--- config.mk ---
export PLATFORM = sky130hd
export DESIGN_NAME = samp_iter_sched
export DESIGN_NICKNAME = d
export VERILOG_FILES = /design/src/rtl/samp_iter_pkg.sv /design/src/rtl/samp_lane_gen.sv /design/src/rtl/samp_iter_sched.sv
export SDC_FILE = /design/constraint.sdc
export NUM_CORES = 1
export LEC_CHECK = 0
export BUFFER_PORTS_ARGS = -buffer_cell sky130_fd_sc_hd__buf_2
export CORE_AREA = 2 2 283 285
export DETAILED_ROUTE_END_ITERATION = 12
export DIE_AREA = 0 0 285 287
export PLACE_DENSITY = 0.56
export SLEW_MARGIN = 40
export SYNTH_ARGS = -nofsm -noshare
export SYNTH_HDL_FRONTEND = slang
export SYNTH_SLANG_ARGS = --single-unit
--- constraint.sdc ---
create_clock -name clk -period 16.8 [get_ports clk]
set_clock_uncertainty 0.1 [all_clocks]
set_input_delay 1.68 -clock clk [delete_from_list [all_inputs] [get_ports clk]]
set_output_delay 1.68 -clock clk [all_outputs]
set_load 0.03 [all_outputs]
--- src/rtl/samp_iter_pkg.sv ---
// Shared definitions for the sample iterator: FSM states, subsample encodings
// and the helper that turns a subsample mode into a step shift.
package samp_iter_pkg;

    typedef enum logic {
        WAIT = 1'b0,
        TEST = 1'b1
    } iter_state_t;

    localparam logic [3:0] SS_1X  = 4'b1000;
    localparam logic [3:0] SS_4X  = 4'b0100;
    localparam logic [3:0] SS_16X = 4'b0010;
    localparam logic [3:0] SS_64X = 4'b0001;

    // Returns k such that step = 1.0 >> k; an unexpected encoding falls back to 1x.
    function automatic logic [1:0] subSampleShift(input logic [3:0] subSample);
        logic [1:0] k;
        case (subSample)
            SS_4X:   k = 2'd1;
            SS_16X:  k = 2'd2;
            SS_64X:  k = 2'd3;
            default: k = 2'd0;
        endcase
        return k;
    endfunction

endpackage

--- src/rtl/samp_lane_gen.sv ---
// Combinational lane generator: spreads SAMPS sample x positions one step apart
// from a base x and flags the lanes that still lie inside the box.
module samp_lane_gen
    import samp_iter_pkg::*;
#(
    parameter int SIGFIG = 24,
    parameter int SAMPS  = 4
) (
    input  logic signed [SIGFIG:0]   posX_i,
    input  logic signed [SIGFIG:0]   step_i,
    input  logic signed [SIGFIG:0]   urX_i,
    output logic [SIGFIG-1:0]        laneX_o [SAMPS],
    output logic [SAMPS-1:0]         laneValid_o
);

    logic signed [SIGFIG:0] acc;

    // One extra bit keeps lanes past the right edge from wrapping back inside the box.
    always_comb begin
        acc         = posX_i;
        laneValid_o = '0;
        for (int i = 0; i < SAMPS; i++) begin
            laneX_o[i]     = acc[SIGFIG-1:0];
            laneValid_o[i] = (acc <= urX_i);
            acc            = acc + step_i;
        end
    end

endmodule

--- src/rtl/samp_iter_sched.sv ---
// Sample iterator: walks a triangle's bounding box in groups of SAMPS lanes per cycle.
// Define SAMP_ITER_PERF_EN to add the triangle/group performance counters.
module samp_iter_sched
    import samp_iter_pkg::*;
#(
    parameter int SIGFIG = 24,
    parameter int RADIX  = 10,
    parameter int VERTS  = 3,
    parameter int AXIS   = 3,
    parameter int SAMPS  = 4
) (
    input  logic                     clk,
    input  logic                     rst,
    input  logic signed [SIGFIG-1:0] tri_R13S [VERTS][AXIS],
    input  logic signed [SIGFIG-1:0] box_R13S [2][2],
    input  logic                     validTri_R13H,
    input  logic [3:0]               subSample_RnnnnU,
    output logic                     halt_RnnnnL,
    output logic [SIGFIG-1:0]        tri_R14S [VERTS][AXIS],
    output logic [SIGFIG-1:0]        sample_R14S [2][SAMPS],
    output logic                     validSamp_R14H,
    output logic [SAMPS-1:0]         laneValid_R14H
`ifdef SAMP_ITER_PERF_EN
    ,
    output logic [31:0]              triCount_RnnU,
    output logic [31:0]              groupCount_RnnU
`endif
);

    localparam int W = SIGFIG + 1;
    localparam logic signed [W-1:0] ONE     = W'(64'd1 << RADIX);
    localparam logic signed [W-1:0] SAMPS_W = W'(SAMPS);

    iter_state_t state_q, state_d;

    logic [SIGFIG-1:0]     tri_q [VERTS][AXIS];
    logic signed [W-1:0]   llX_q, llX_d;
    logic signed [W-1:0]   urX_q, urX_d;
    logic signed [W-1:0]   urY_q, urY_d;
    logic signed [W-1:0]   posX_q, posX_d;
    logic signed [W-1:0]   posY_q, posY_d;

    logic [SIGFIG-1:0]     sampX_q [SAMPS];
    logic [SIGFIG-1:0]     sampY_q;
    logic [SAMPS-1:0]      laneValid_q;
    logic                  validSamp_q;
    logic                  halt_q;

    logic signed [W-1:0]   step;
    logic signed [W-1:0]   grpStep;
    logic signed [W-1:0]   inLlX, inLlY, inUrX, inUrY;
    logic                  boxLegal;
    logic                  advX, advY, lastGroup;
    logic                  accept;
    logic                  haltD;
    logic [SIGFIG-1:0]     laneXNext [SAMPS];
    logic [SAMPS-1:0]      laneValidNext;

    assign step    = ONE >> subSampleShift(subSample_RnnnnU);
    assign grpStep = step * SAMPS_W;

    assign inLlX = {box_R13S[0][0][SIGFIG-1], box_R13S[0][0]};
    assign inLlY = {box_R13S[0][1][SIGFIG-1], box_R13S[0][1]};
    assign inUrX = {box_R13S[1][0][SIGFIG-1], box_R13S[1][0]};
    assign inUrY = {box_R13S[1][1][SIGFIG-1], box_R13S[1][1]};

    assign boxLegal  = (inUrX >= inLlX) && (inUrY >= inLlY);
    assign advX      = (posX_q + grpStep) <= urX_q;
    assign advY      = (posY_q + step) <= urY_q;
    assign lastGroup = !advX && !advY;

    // A new triangle is taken when idle, or on the final group so back-to-back triangles leave no bubble.
    assign accept = validTri_R13H && boxLegal && ((state_q == WAIT) || lastGroup);

    always_comb begin
        state_d = state_q;
        llX_d   = llX_q;
        urX_d   = urX_q;
        urY_d   = urY_q;
        posX_d  = posX_q;
        posY_d  = posY_q;
        if (accept) begin
            state_d = TEST;
            llX_d   = inLlX;
            urX_d   = inUrX;
            urY_d   = inUrY;
            posX_d  = inLlX;
            posY_d  = inLlY;
        end else if (state_q == TEST) begin
            if (advX) begin
                posX_d = posX_q + grpStep;
            end else if (advY) begin
                posX_d = llX_q;
                posY_d = posY_q + step;
            end else begin
                state_d = WAIT;
            end
        end
    end

    // Outputs are registered, so the halt decision looks ahead at the group that will be shown next.
    assign haltD = (state_d == WAIT) ||
                   (((posX_d + grpStep) > urX_d) && ((posY_d + step) > urY_d));

    samp_lane_gen #(
        .SIGFIG (SIGFIG),
        .SAMPS  (SAMPS)
    ) u_laneGen (
        .posX_i      (posX_d),
        .step_i      (step),
        .urX_i       (urX_d),
        .laneX_o     (laneXNext),
        .laneValid_o (laneValidNext)
    );

    always_ff @(posedge clk or posedge rst) begin
        if (rst) begin
            state_q     <= WAIT;
            llX_q       <= '0;
            urX_q       <= '0;
            urY_q       <= '0;
            posX_q      <= '0;
            posY_q      <= '0;
            sampY_q     <= '0;
            laneValid_q <= '0;
            validSamp_q <= 1'b0;
            halt_q      <= 1'b1;
            for (int v = 0; v < VERTS; v++) begin
                for (int a = 0; a < AXIS; a++) begin
                    tri_q[v][a] <= '0;
                end
            end
            for (int i = 0; i < SAMPS; i++) begin
                sampX_q[i] <= '0;
            end
        end else begin
            state_q     <= state_d;
            llX_q       <= llX_d;
            urX_q       <= urX_d;
            urY_q       <= urY_d;
            posX_q      <= posX_d;
            posY_q      <= posY_d;
            sampY_q     <= posY_d[SIGFIG-1:0];
            validSamp_q <= (state_d == TEST);
            laneValid_q <= (state_d == TEST) ? laneValidNext : '0;
            halt_q      <= haltD;
            if (accept) begin
                for (int v = 0; v < VERTS; v++) begin
                    for (int a = 0; a < AXIS; a++) begin
                        tri_q[v][a] <= tri_R13S[v][a];
                    end
                end
            end
            for (int i = 0; i < SAMPS; i++) begin
                sampX_q[i] <= laneXNext[i];
            end
        end
    end

    always_comb begin
        for (int v = 0; v < VERTS; v++) begin
            for (int a = 0; a < AXIS; a++) begin
                tri_R14S[v][a] = tri_q[v][a];
            end
        end
        for (int i = 0; i < SAMPS; i++) begin
            sample_R14S[0][i] = sampX_q[i];
            sample_R14S[1][i] = sampY_q;
        end
    end

    assign validSamp_R14H = validSamp_q;
    assign laneValid_R14H = laneValid_q;
    assign halt_RnnnnL    = halt_q;

`ifdef SAMP_ITER_PERF_EN
    logic [31:0] triCount_q;
    logic [31:0] groupCount_q;

    // Both counters wrap naturally at 32 bits.
    always_ff @(posedge clk or posedge rst) begin
        if (rst) begin
            triCount_q   <= '0;
            groupCount_q <= '0;
        end else begin
            if (accept) begin
                triCount_q <= triCount_q + 32'd1;
            end
            if (validSamp_q) begin
                groupCount_q <= groupCount_q + 32'd1;
            end
        end
    end

    assign triCount_RnnU   = triCount_q;
    assign groupCount_RnnU = groupCount_q;
`endif

endmodule

==> results by group, run 1 <==
Status
  – Result of the run: completed

Setup path
  – Slowest cell on the critical path: or4_4
  – Cell type with the highest occurrence count on the critical path: ha_1
  – Top delay family on crit path: simple AND/OR/NAND/NOR gates
  – Crit Reg-Reg Startpoint: sampY_q[8]
  – Crit. Startpoint: subSample_RnnnnU[0]
  – Crit Path Class: input port to flip-flop
  – R2r setup slk: 5.75 ns
  – Max incr delay on CP: 0.58 ns
  – Category of the worst setup path capture point: flip-flop
  – Crit path launch type: input port
  – CP Capture Point: laneValid_R14H[3]
  – Worst endpoint data arrival time: 12.96 ns
  – Length in cells of the worst reg-to-reg path: 42
  – Required time reported for the critical path endpoint: 17.24 ns
  – Worst reg2reg path endpoint: laneValid_R14H[3]
  – Number of cells on the critical path: 45
  – CP Buf/Inv Count: 3
  – Worst Path Max Fanout: 81

Clock tree
  – # hold bufs at CTS: 0
  – Post-CTS Repair Setup Buffers: 0
  – Clk Latency, worst-skew pair: 0.62 ns
  – H-tree depth reported by CTS: 2
  – Clock Sink Count: 396
  – Number of buffers created by CTS: 50
  – Buffer cell driving the clock tree root: clkbuf_16
  – Resized Gates After CTS: 0
  – CTS max path bufs: 3
  – Clock slew at reported path FFs: 0.06 ns
  – TritonCTS clock tree: built

Yosys
  – Ranking of synthesized cells by instance count: nand2_1 (836), dfrtp_1 (395), ha_1 (237)
  – Cell with the most instances after synthesis: nand2_1
  – Post-synth top area share: 0.407
  – Share of synthesized area occupied by flip-flops and latches: 0.409
  – Post-Synthesis Cells: 2782
  – Net count after synthesis: 3338
  – FF+latch count, synth: 396
  – Yosys synthesis warning count: 0
  – Number of distinct library cells after synthesis: 106
  – Main flop type after synthesis: dfrtp_1
  – Syn_area_per_cell: 8.72 sq um
  – Area leader, netlist: dfrtp_1
  – Post-Syn Area: 0.0243 sq mm
  – Share of flip-flops with an asynchronous set or reset: 1.00
  – Number of synthesized flops with an enable pin: 0
  – Ranking of synthesized cells by area: dfrtp_1 (41%), nand2_1 (13%), ha_1 (12%)

Final layout
  – Layout Area Growth over Synthesis: 23.9%
  – Fraction of layout instances using a drive strength above 1: 0.269
  – Non-filler instance count after layout: 4467
  – Number of fill cells in the layout: 8116
  – Final nets: 3927
  – Util after Layout: 0.382

Timing
  – Setup violations, final: 0
  – Setup repair after global routing missed its margin: no
  – Pins Over Slew Limit: 0
  – Post-layout minimum cycle time: 12.52 ns
  – Final hold viol count: 0
  – Slew of the pin with the lowest slew margin: 0.832 ns
  – Setup_tns: 0 ns
  – Headroom to the max-slew limit: 0.440
  – Highest clock rate: 79.9 MHz
  – Period Utilization, post-route: 0.745

Route
  – Antenna Nets Post-Route: 0
  – Average wire per cell in the routed design: 19.3 um
  – DR iter-0 viols: 1133
  – Number of vias per cell after detailed routing: 4.72
  – DRC errors left: 0
  – Total length of routed wires: 86.1 mm
  – Number of iterations in the first detailed-routing pass: 5
  – Vias after detailed routing: 21100

Global route
  – Met1 usage in global routing: 0.261
  – Grt ovf: 0
  – Combined global-route utilization of all metal layers: 0.205
  – GR Layer Usage met3: 0.0428
  – Initial antenna violation count: 13
  – Global-route layer with the greatest usage: met2
  – Maximum number of pins on one net before global-route repair: 155
  – Via count of the first global-routing pass: 21000
  – First-pass GRT wire length: 129 mm
  – Grt met2 use: 0.351

Floorplanning
  – Horizontal die dimension: 285 um
  – Initial cell density of the core: 0.309
  – Total I/O pin count: 733
  – Area of the core: 0.0786 sq mm
  – Total number of placement rows: 103
  – Vertical die dimension: 287 um
  – Area of the die: 0.0818 sq mm

Placed design
  – Cell Count Post-Placement: 4369
  – Half-perimeter wire length after placement: 67.3 mm
  – Count of port buffers added during placement: 732
  – Weighted congestion reported at the end of routability-driven placement: 0.906

Hold path
  – Worst min-delay path class: flip-flop to flip-flop

Run
  – Count of max-cap constraint violations: 0
## cells in the final DEF, fill, tap and decap left out, types with 11 or more instances in the layout
cell type,n
inv_1,190
and3_1,13
nor4_1,11
clkbuf_8,12
buf_2,732
mux2i_1,11
nand4_1,50
o21ai_0,79
nand3_1,42
ha_1,237
nor2_1,77
xnor2_1,88
a21oi_1,123
nor3_1,32
a31oi_1,11
nand2b_1,20
nor2b_1,20
nand2_1,836
a21boi_0,43
xor2_1,41
a21o_1,30
clkbuf_16,50
o21a_1,14
buf_4,26
dfrtp_1,395
## how the worst min path moves through the flow
stage / startpoint / to / slack [ns] / cells past startpoint
2_1_floorplan: llX_q[21] / llX_q[21] / 0.34 / 2
3_3_place_gp: tri_R14S[180] / tri_R14S[180] / 0.35 / 2
3_5_place_dp: tri_R14S[109] / tri_R14S[109] / 0.36 / 2
4_1_cts: tri_R14S[119] / tri_R14S[119] / 0.37 / 2
5_1_grt: tri_R14S[192] / tri_R14S[192] / 0.38 / 2
6_report: tri_R14S[88] / tri_R14S[88] / 0.36 / 2
## through the flow
step           area [sq um]  setup slack (ns)  hold WS (ns)
6_report              30100              4.28         0.364
3_5_place_dp          28200              3.75         0.356
2_1_floorplan         24300              4.01         0.337
5_1_grt               30000              3.38         0.383
3_3_place_gp          28200              3.73         0.353
4_1_cts               30000              4.35         0.370
## worst min-delay path, cell delays in order (launching register included)
cell     delay, ns
dfrtp_1       0.33
nand2_1       0.05
nand2_1       0.05
## cells by family after synthesis
kind of cell / Yosys count / share of synthesized area
simple gates: 1158 / 0.206
buf+inv: 424 / 0.0881
compound gates: 414 / 0.117
flops: 396 / 0.409
fa+ha+maj: 244 / 0.125
xor+xnor: 132 / 0.0493
mux: 14 / 0.00609
## final cells by class
type / instances / area [sq um] / area share
Antenna cell: 7 / 17.5 / 0.000583
Clock buffer: 69 / 1440 / 0.0480
Clock inverter: 22 / 379 / 0.0126
Inverter: 194 / 741 / 0.0246
Multi-Input combinational cell: 1962 / 12300 / 0.408
Sequential cell: 396 / 9910 / 0.330
Tap cell: 1050 / 1310 / 0.0437
Timing Repair Buffer: 767 / 3980 / 0.132
## sequential cells by signal, indices dropped and copies added, names as in the netlist, 2 cells and up
name and count:
tri_R14S 216, sample_R14S 73, urX_q 25, urY_q 25, llX_q 24, sampY_q 23
laneValid_R14H 4, posX_q 2, posY_q 2
## routing by layer
metal	part of all wire	wire length, um	up-vias
met2	0.48	41200	692
met3	0.066	5720	119
li1	-	-	10300
met4	0.029	2500	4
met1	0.43	36700	9952
met5	0.00031	27	-
Power of run 1 is not shown: default switching activity piles up to over one toggle a cycle in this logic, so the estimate is an artifact.
==> inputs of run 2 (changes only) <==
Settings changed: ABC_AREA set to 1, CORE_AREA 2 2 283 285 to 2 2 285 287, DIE_AREA 0 0 285 287 to 0 0 287 289, PLACE_DENSITY 0.56 to 0.59.
Clock period 16.8 ns to 11.4 ns, I/O delays scaled along.
==> run 2 against run 1 <==
Effect of this change: non-clock buffer count grew 11; setup slack lost 3.0 ns; cell count grew 13%; cell area grew 2.4%; sequential share of layout area shrank 0.77 points; via count grew 11%; critical path type unchanged; critical endpoint unchanged.
==> results by group, run 2 <==
Route
  – Antenna Nets Post-Route: 0
  – Number of iterations in the first detailed-routing pass: 5
  – Number of vias per cell after detailed routing: 4.63
  – Average wire per cell in the routed design: 18.5 um
  – DR iter-0 viols: 1663
  – Vias after detailed routing: 23300
  – DRC errors left: 0
  – Total length of routed wires: 93.1 mm

Global route
  – Combined global-route utilization of all metal layers: 0.219
  – First-pass GRT wire length: 138 mm
  – Initial antenna violation count: 32
  – Grt ovf: 0
  – Maximum number of pins on one net before global-route repair: 140
  – Via count of the first global-routing pass: 22600

Setup path
  – Crit path launch type: input port
  – Length in cells of the worst reg-to-reg path: 54
  – Worst reg2reg path endpoint: laneValid_R14H[3]
  – Slowest cell on the critical path: nor4_2
  – Required time reported for the critical path endpoint: 11.80 ns
  – Cell type with the highest occurrence count on the critical path: nand2_1
  – R2r setup slk: 2.24 ns
  – Crit Reg-Reg Startpoint: sampY_q[7]
  – Category of the worst setup path capture point: flip-flop
  – Crit. Startpoint: subSample_RnnnnU[1]
  – CP Capture Point: laneValid_R14H[3]
  – Max incr delay on CP: 0.43 ns
  – Worst endpoint data arrival time: 10.47 ns
  – Worst Path Max Fanout: 11
  – Crit Path Class: input port to flip-flop

Yosys
  – Main combinational cell family by area after synthesis: simple AND/OR/NAND/NOR gates
  – Main flop type after synthesis: dfrtp_1
  – Ranking of synthesized cells by area: dfrtp_1 (39%), nand2_1 (19%), ha_1 (12%)
  – Number of synthesized flops with an enable pin: 0
  – Post-Syn Area: 0.0251 sq mm
  – Post-Synth Simple-Gate Area: 0.279
  – Net count after synthesis: 3891
  – Number of distinct library cells after synthesis: 54
  – Post-synth top area share: 0.393
  – Cell with the most instances after synthesis: nand2_1
  – Post-Synthesis Cells: 3335
  – Yosys synthesis warning count: 0
  – Share of the synthesized area in compound gates (AO/OA/AOI/OAI): 0.0678
  – Area leader, netlist: dfrtp_1
  – Share of flip-flops with an asynchronous set or reset: 1.00
  – Syn_area_per_cell: 7.54 sq um
  – Share of synthesized area occupied by flip-flops and latches: 0.394
  – Share of cell area taken by muxes after synthesis: 0
  – FF+latch count, synth: 396
  – Ranking of synthesized cells by instance count: nand2_1 (1264), inv_1 (396), dfrtp_1 (395)
  – Adder and majority gate portion of the synthesized area: 0.118
  – Xor/xnor cell area share of the yosys netlist: 0.0226

Timing
  – Slew of the pin with the lowest slew margin: 0.780 ns
  – Post-layout minimum cycle time: 10.08 ns
  – Setup violations, final: 0
  – Setup repair after global routing missed its margin: no
  – Final hold viol count: 0
  – Highest clock rate: 99.2 MHz
  – Period Utilization, post-route: 0.884
  – Setup_tns: 0 ns
  – Pins Over Slew Limit: 0
  – Post-Route Hold Slack: 0.373 ns
  – Headroom to the max-slew limit: 0.480

Final layout
  – Final Cell Area: 0.0308 sq mm
  – Most common cell after layout, fill and taps aside: nand2_1
  – Highest-count cells in the layout ignoring fill and taps: nand2_1 (1263), buf_2 (732), inv_1 (395), dfrtp_1 (395), ha_1 (237)
  – Flip-flop count of the largest register, all copies and words added: 216
  – Layout Area Growth over Synthesis: 22.4%
  – Fraction of layout instances using a drive strength above 1: 0.238
  – Final nets: 4490

Clock tree
  – Number of buffers created by CTS: 47
  – Clk Latency, worst-skew pair: 0.58 ns
  – Post-CTS Repair Setup Buffers: 0
  – # hold bufs at CTS: 0
  – CTS max path bufs: 3
  – Clock slew at reported path FFs: 0.06 ns
  – Clock Sink Count: 396
  – Resized Gates After CTS: 0
  – Buffer cell driving the clock tree root: clkbuf_16
  – H-tree depth reported by CTS: 2
  – TritonCTS clock tree: built

Floorplanning
  – Area of the core: 0.0799 sq mm
  – Area of the die: 0.0829 sq mm
  – Vertical die dimension: 289 um
  – Total number of placement rows: 104
  – Initial cell density of the core: 0.315
  – Total I/O pin count: 733
  – Horizontal die dimension: 287 um

Run
  – Count of max-cap constraint violations: 0

Placed design
  – Weighted congestion reported at the end of routability-driven placement: 0.944
  – Total placed instance area: 0.0291 sq mm
  – Half-perimeter wire length after placement: 74.0 mm
  – Count of port buffers added during placement: 732

Status
  – Result of the run: completed

Hold path
  – Worst min-delay path class: flip-flop to flip-flop
  – Worst hold start: tri_R14S[68]
## run 2: how the worst min path moves through the flow
stage / depth (start not counted) / slack, ns / to
after floorplan: 2 / 0.34 / llX_q[22]
after global placement: 2 / 0.36 / tri_R14S[39]
after detailed placement: 2 / 0.36 / tri_R14S[141]
after CTS: 2 / 0.37 / tri_R14S[127]
after global routing: 2 / 0.39 / tri_R14S[158]
final: 2 / 0.37 / tri_R14S[68]
## run 2: worst max-delay path: cells and delay by family
kind | cells | cell delay [ns]
and+or+nand+nor | 29 | 4.30
adders and majority gates | 6 | 1.93
AOI/OAI and AO/OA | 9 | 1.31
buffers and inverters | 9 | 1.14
xor gates and xnor gates | 4 | 0.63
## run 2: logic make-up (layout without fill, tap and decap cells)
| group | Yosys count | in the layout |
|---|---|---|
| and+or+nand+nor | 1690 | 1690 |
| buffers and inverters | 640 | 1274 |
| other | 0 | 4 |
| xor gates and xnor gates | 62 | 62 |
| DFF | 396 | 396 |
| AOI/OAI and AO/OA | 310 | 310 |
| adders and majority gates | 237 | 237 |
## run 2: layer usage
| layer | GRT usage | wire [um] | vias up |
|---|---|---|---|
| met3 | 0.0519 | 6600 | 175 |
| li1 | - | - | 11600 |
| met1 | 0.277 | 39000 | 10800 |
| met5 | 0 | 280 | - |
| met4 | 0.0710 | 3070 | 44 |
| met2 | 0.369 | 44100 | 770 |
## run 2: metrics by stage
stage	setup WS [ns]	utilization	instances
2_1_floorplan	0.648	-	3335
3_3_place_gp	0.702	0.364	4941
3_5_place_dp	0.793	0.364	4942
4_1_cts	1.40	0.384	5026
5_1_grt	0.292	0.385	5031
6_report	1.32	0.385	5033
## run 2: final cells by class
type | instances | area [sq um]
Antenna cell | 4 | 10.0
Clock buffer | 66 | 1340
Clock inverter | 18 | 235
Fill cell | 8443 | 49100
Inverter | 412 | 1550
Multi-Input combinational cell | 2299 | 12300
Sequential cell | 396 | 9910
Tap cell | 1060 | 1330
Timing Repair Buffer | 778 | 4130
Power of run 2 is left out for the same reason.
==> inputs of run 3 (changes only) <==
Settings changed: ABC_AREA 1 to unset, CORE_AREA 2 2 285 287 to 2 2 288 290, DIE_AREA 0 0 287 289 to 0 0 290 292, PLACE_DENSITY 0.59 to 0.57.
==> run 3 against run 2 <==
Effect of this change: wire length decreased by 2.3%; sequential cell count unchanged; first-iteration DRC count shrank 5.0%; count of clock-buffer cells in the layout unchanged; sequential share of layout area is 0.58 points higher; maximum frequency down 6.9%; cell count is 10% lower; critical path depth fell by 11; global-route usage is 1.2 points lower; core utilization fell by 1.5 points; worst hold slack worse by 0.0066 ns.
==> results by group, run 3 (same netlist as run 1, synthesis figures left out) <==
Setup path
  – Slowest cell on the critical path: or4b_1
  – Crit Path Class: input port to flip-flop
  – Crit path launch type: input port
  – Crit Reg-Reg Startpoint: sampY_q[7]
  – Required time reported for the critical path endpoint: 11.83 ns
  – Max incr delay on CP: 0.60 ns
  – Worst endpoint data arrival time: 11.25 ns
  – Worst Path Max Fanout: 6
  – Category of the worst setup path capture point: flip-flop
  – Cell type with the highest occurrence count on the critical path: and3_1
  – Crit. Startpoint: subSample_RnnnnU[3]

Timing
  – Setup repair after global routing missed its margin: no
  – Pins Over Slew Limit: 0
  – Setup_tns: 0 ns
  – Highest clock rate: 92.3 MHz
  – Final hold viol count: 0
  – Period Utilization, post-route: 0.950
  – Headroom to the max-slew limit: 0.361
  – Slew of the pin with the lowest slew margin: 0.950 ns
  – Post-layout minimum cycle time: 10.83 ns
  – Setup violations, final: 0

Global route
  – Initial antenna violation count: 46
  – Maximum number of pins on one net before global-route repair: 170
  – Combined global-route utilization of all metal layers: 0.207
  – Via count of the first global-routing pass: 20900
  – First-pass GRT wire length: 134 mm
  – Grt ovf: 0

Clock tree
  – Clock Sink Count: 396
  – Clk Latency, worst-skew pair: 0.61 ns
  – CTS max path bufs: 3
  – Number of buffers created by CTS: 49
  – # hold bufs at CTS: 0
  – Clock slew at reported path FFs: 0.06 ns
  – Buffer cell driving the clock tree root: clkbuf_16
  – TritonCTS clock tree: built
  – H-tree depth reported by CTS: 2

Floorplanning
  – Vertical die dimension: 292 um
  – Total I/O pin count: 733
  – Initial cell density of the core: 0.297
  – Area of the die: 0.0847 sq mm
  – Total number of placement rows: 105
  – Horizontal die dimension: 290 um
  – Area of the core: 0.0816 sq mm

Final layout
  – Fraction of layout instances using a drive strength above 1: 0.275
  – Storage cell area: 0.00991 sq mm
  – Final nets: 3961
  – Total area of multi-input combinational cells: 0.0123 sq mm
  – Highest-count cells in the layout ignoring fill and taps: nand2_1 (836), buf_2 (732), dfrtp_1 (395)
  – Util after Layout: 0.371
  – Most common cell after layout, fill and taps aside: nand2_1
  – Number of fill cells in the layout: 8397
  – Layout Area Growth over Synthesis: 24.6%
  – Flip-flop count of the largest register, all copies and words added: 216

Route
  – Average wire per cell in the routed design: 20.1 um
  – Total length of routed wires: 91.0 mm
  – DR iter-0 viols: 1580
  – Antenna Nets Post-Route: 0
  – Number of vias per cell after detailed routing: 4.79
  – Number of iterations in the first detailed-routing pass: 5
  – Vias after detailed routing: 21700
  – DRC errors left: 0

Placed design
  – Count of port buffers added during placement: 732
  – Weighted congestion reported at the end of routability-driven placement: 0.905
  – Half-perimeter wire length after placement: 72.5 mm

Hold path
  – Worst hold start: tri_R14S[9]
  – Worst min-delay path class: flip-flop to flip-flop

Status
  – Result of the run: completed

Run
  – Count of max-cap constraint violations: 0
run 3: cell count changes in the layout (fill, tap and decap cells not counted), sizes merged, moves of 20 or more:
cell	previous run	this run
nand2	1301	837
a21o	8	30
nand2b	0	20
buf	778	802
inv	411	192
nor2b	0	20
xnor2	8	89
nand3	123	43
nor2	165	78
a21boi	1	49
o21ai	152	87
a21oi	100	126
run 3: path summary, 6_finish.rpt:
kind | to | slack (ns) | cells after the start
setup / recovery | laneValid_R14H[3] | 0.57 | 46
hold / removal | tri_R14S[9] | 0.37 | 2
setup reg to reg | laneValid_R14H[3] | 1.27 | 44
hold reg to reg | tri_R14S[9] | 0.37 | 2
max in group asynchronous | tri_R14S[146] | 9.00 | 6
min in group asynchronous | tri_R14S[27] | 0.39 | 2
run 3: timing repair:
item	4_1_cts	5_1_grt
endpoints found under the hold margin	0	0
buffers inserted	0	1
setup endpoints to repair	0	1
gates resized for setup	0	2
run 3: critical path: cells and delay by family:
kind	cells	cell delay (ns)
buf+inv	2	0.20
xor+xnor	5	0.84
mux	3	0.96
compound gates	12	2.29
fa+ha+maj	6	1.72
simple gates	18	4.10
run 3: area by class of cell:
class	instances	share of cell area
Tap cell	1070	0.0443
Sequential cell	396	0.328
Inverter	194	0.0242
Clock buffer	66	0.0440
Clock inverter	22	0.0101
Multi-Input combinational cell	1962	0.406
Timing Repair Buffer	802	0.142
Antenna cell	17	0.00141
run 3: metal layers:
metal | global-route usage | part of all wire | vias to the layer above
met1 | 0.264 | 0.42 | 10300
met3 | 0.0555 | 0.077 | 179
met4 | 0.0723 | 0.034 | 40
met5 | 0 | 0.0028 | -
li1 | - | - | 10400
met2 | 0.338 | 0.47 | 786
run 3: stage by stage:
stage          cells  setup WS, ns  area (sq um)  hold WS [ns]
6_report        4529         0.571         30200         0.366
5_1_grt         4520        0.0105         30200         0.377
4_1_cts         4510         0.488         30100         0.370
3_5_place_dp    4422        -0.101         28500         0.355
3_3_place_gp    4420        0.0907         28400         0.350
2_1_floorplan   2782        0.0274         24300         0.337
Power of run 3 is left out for the same reason.
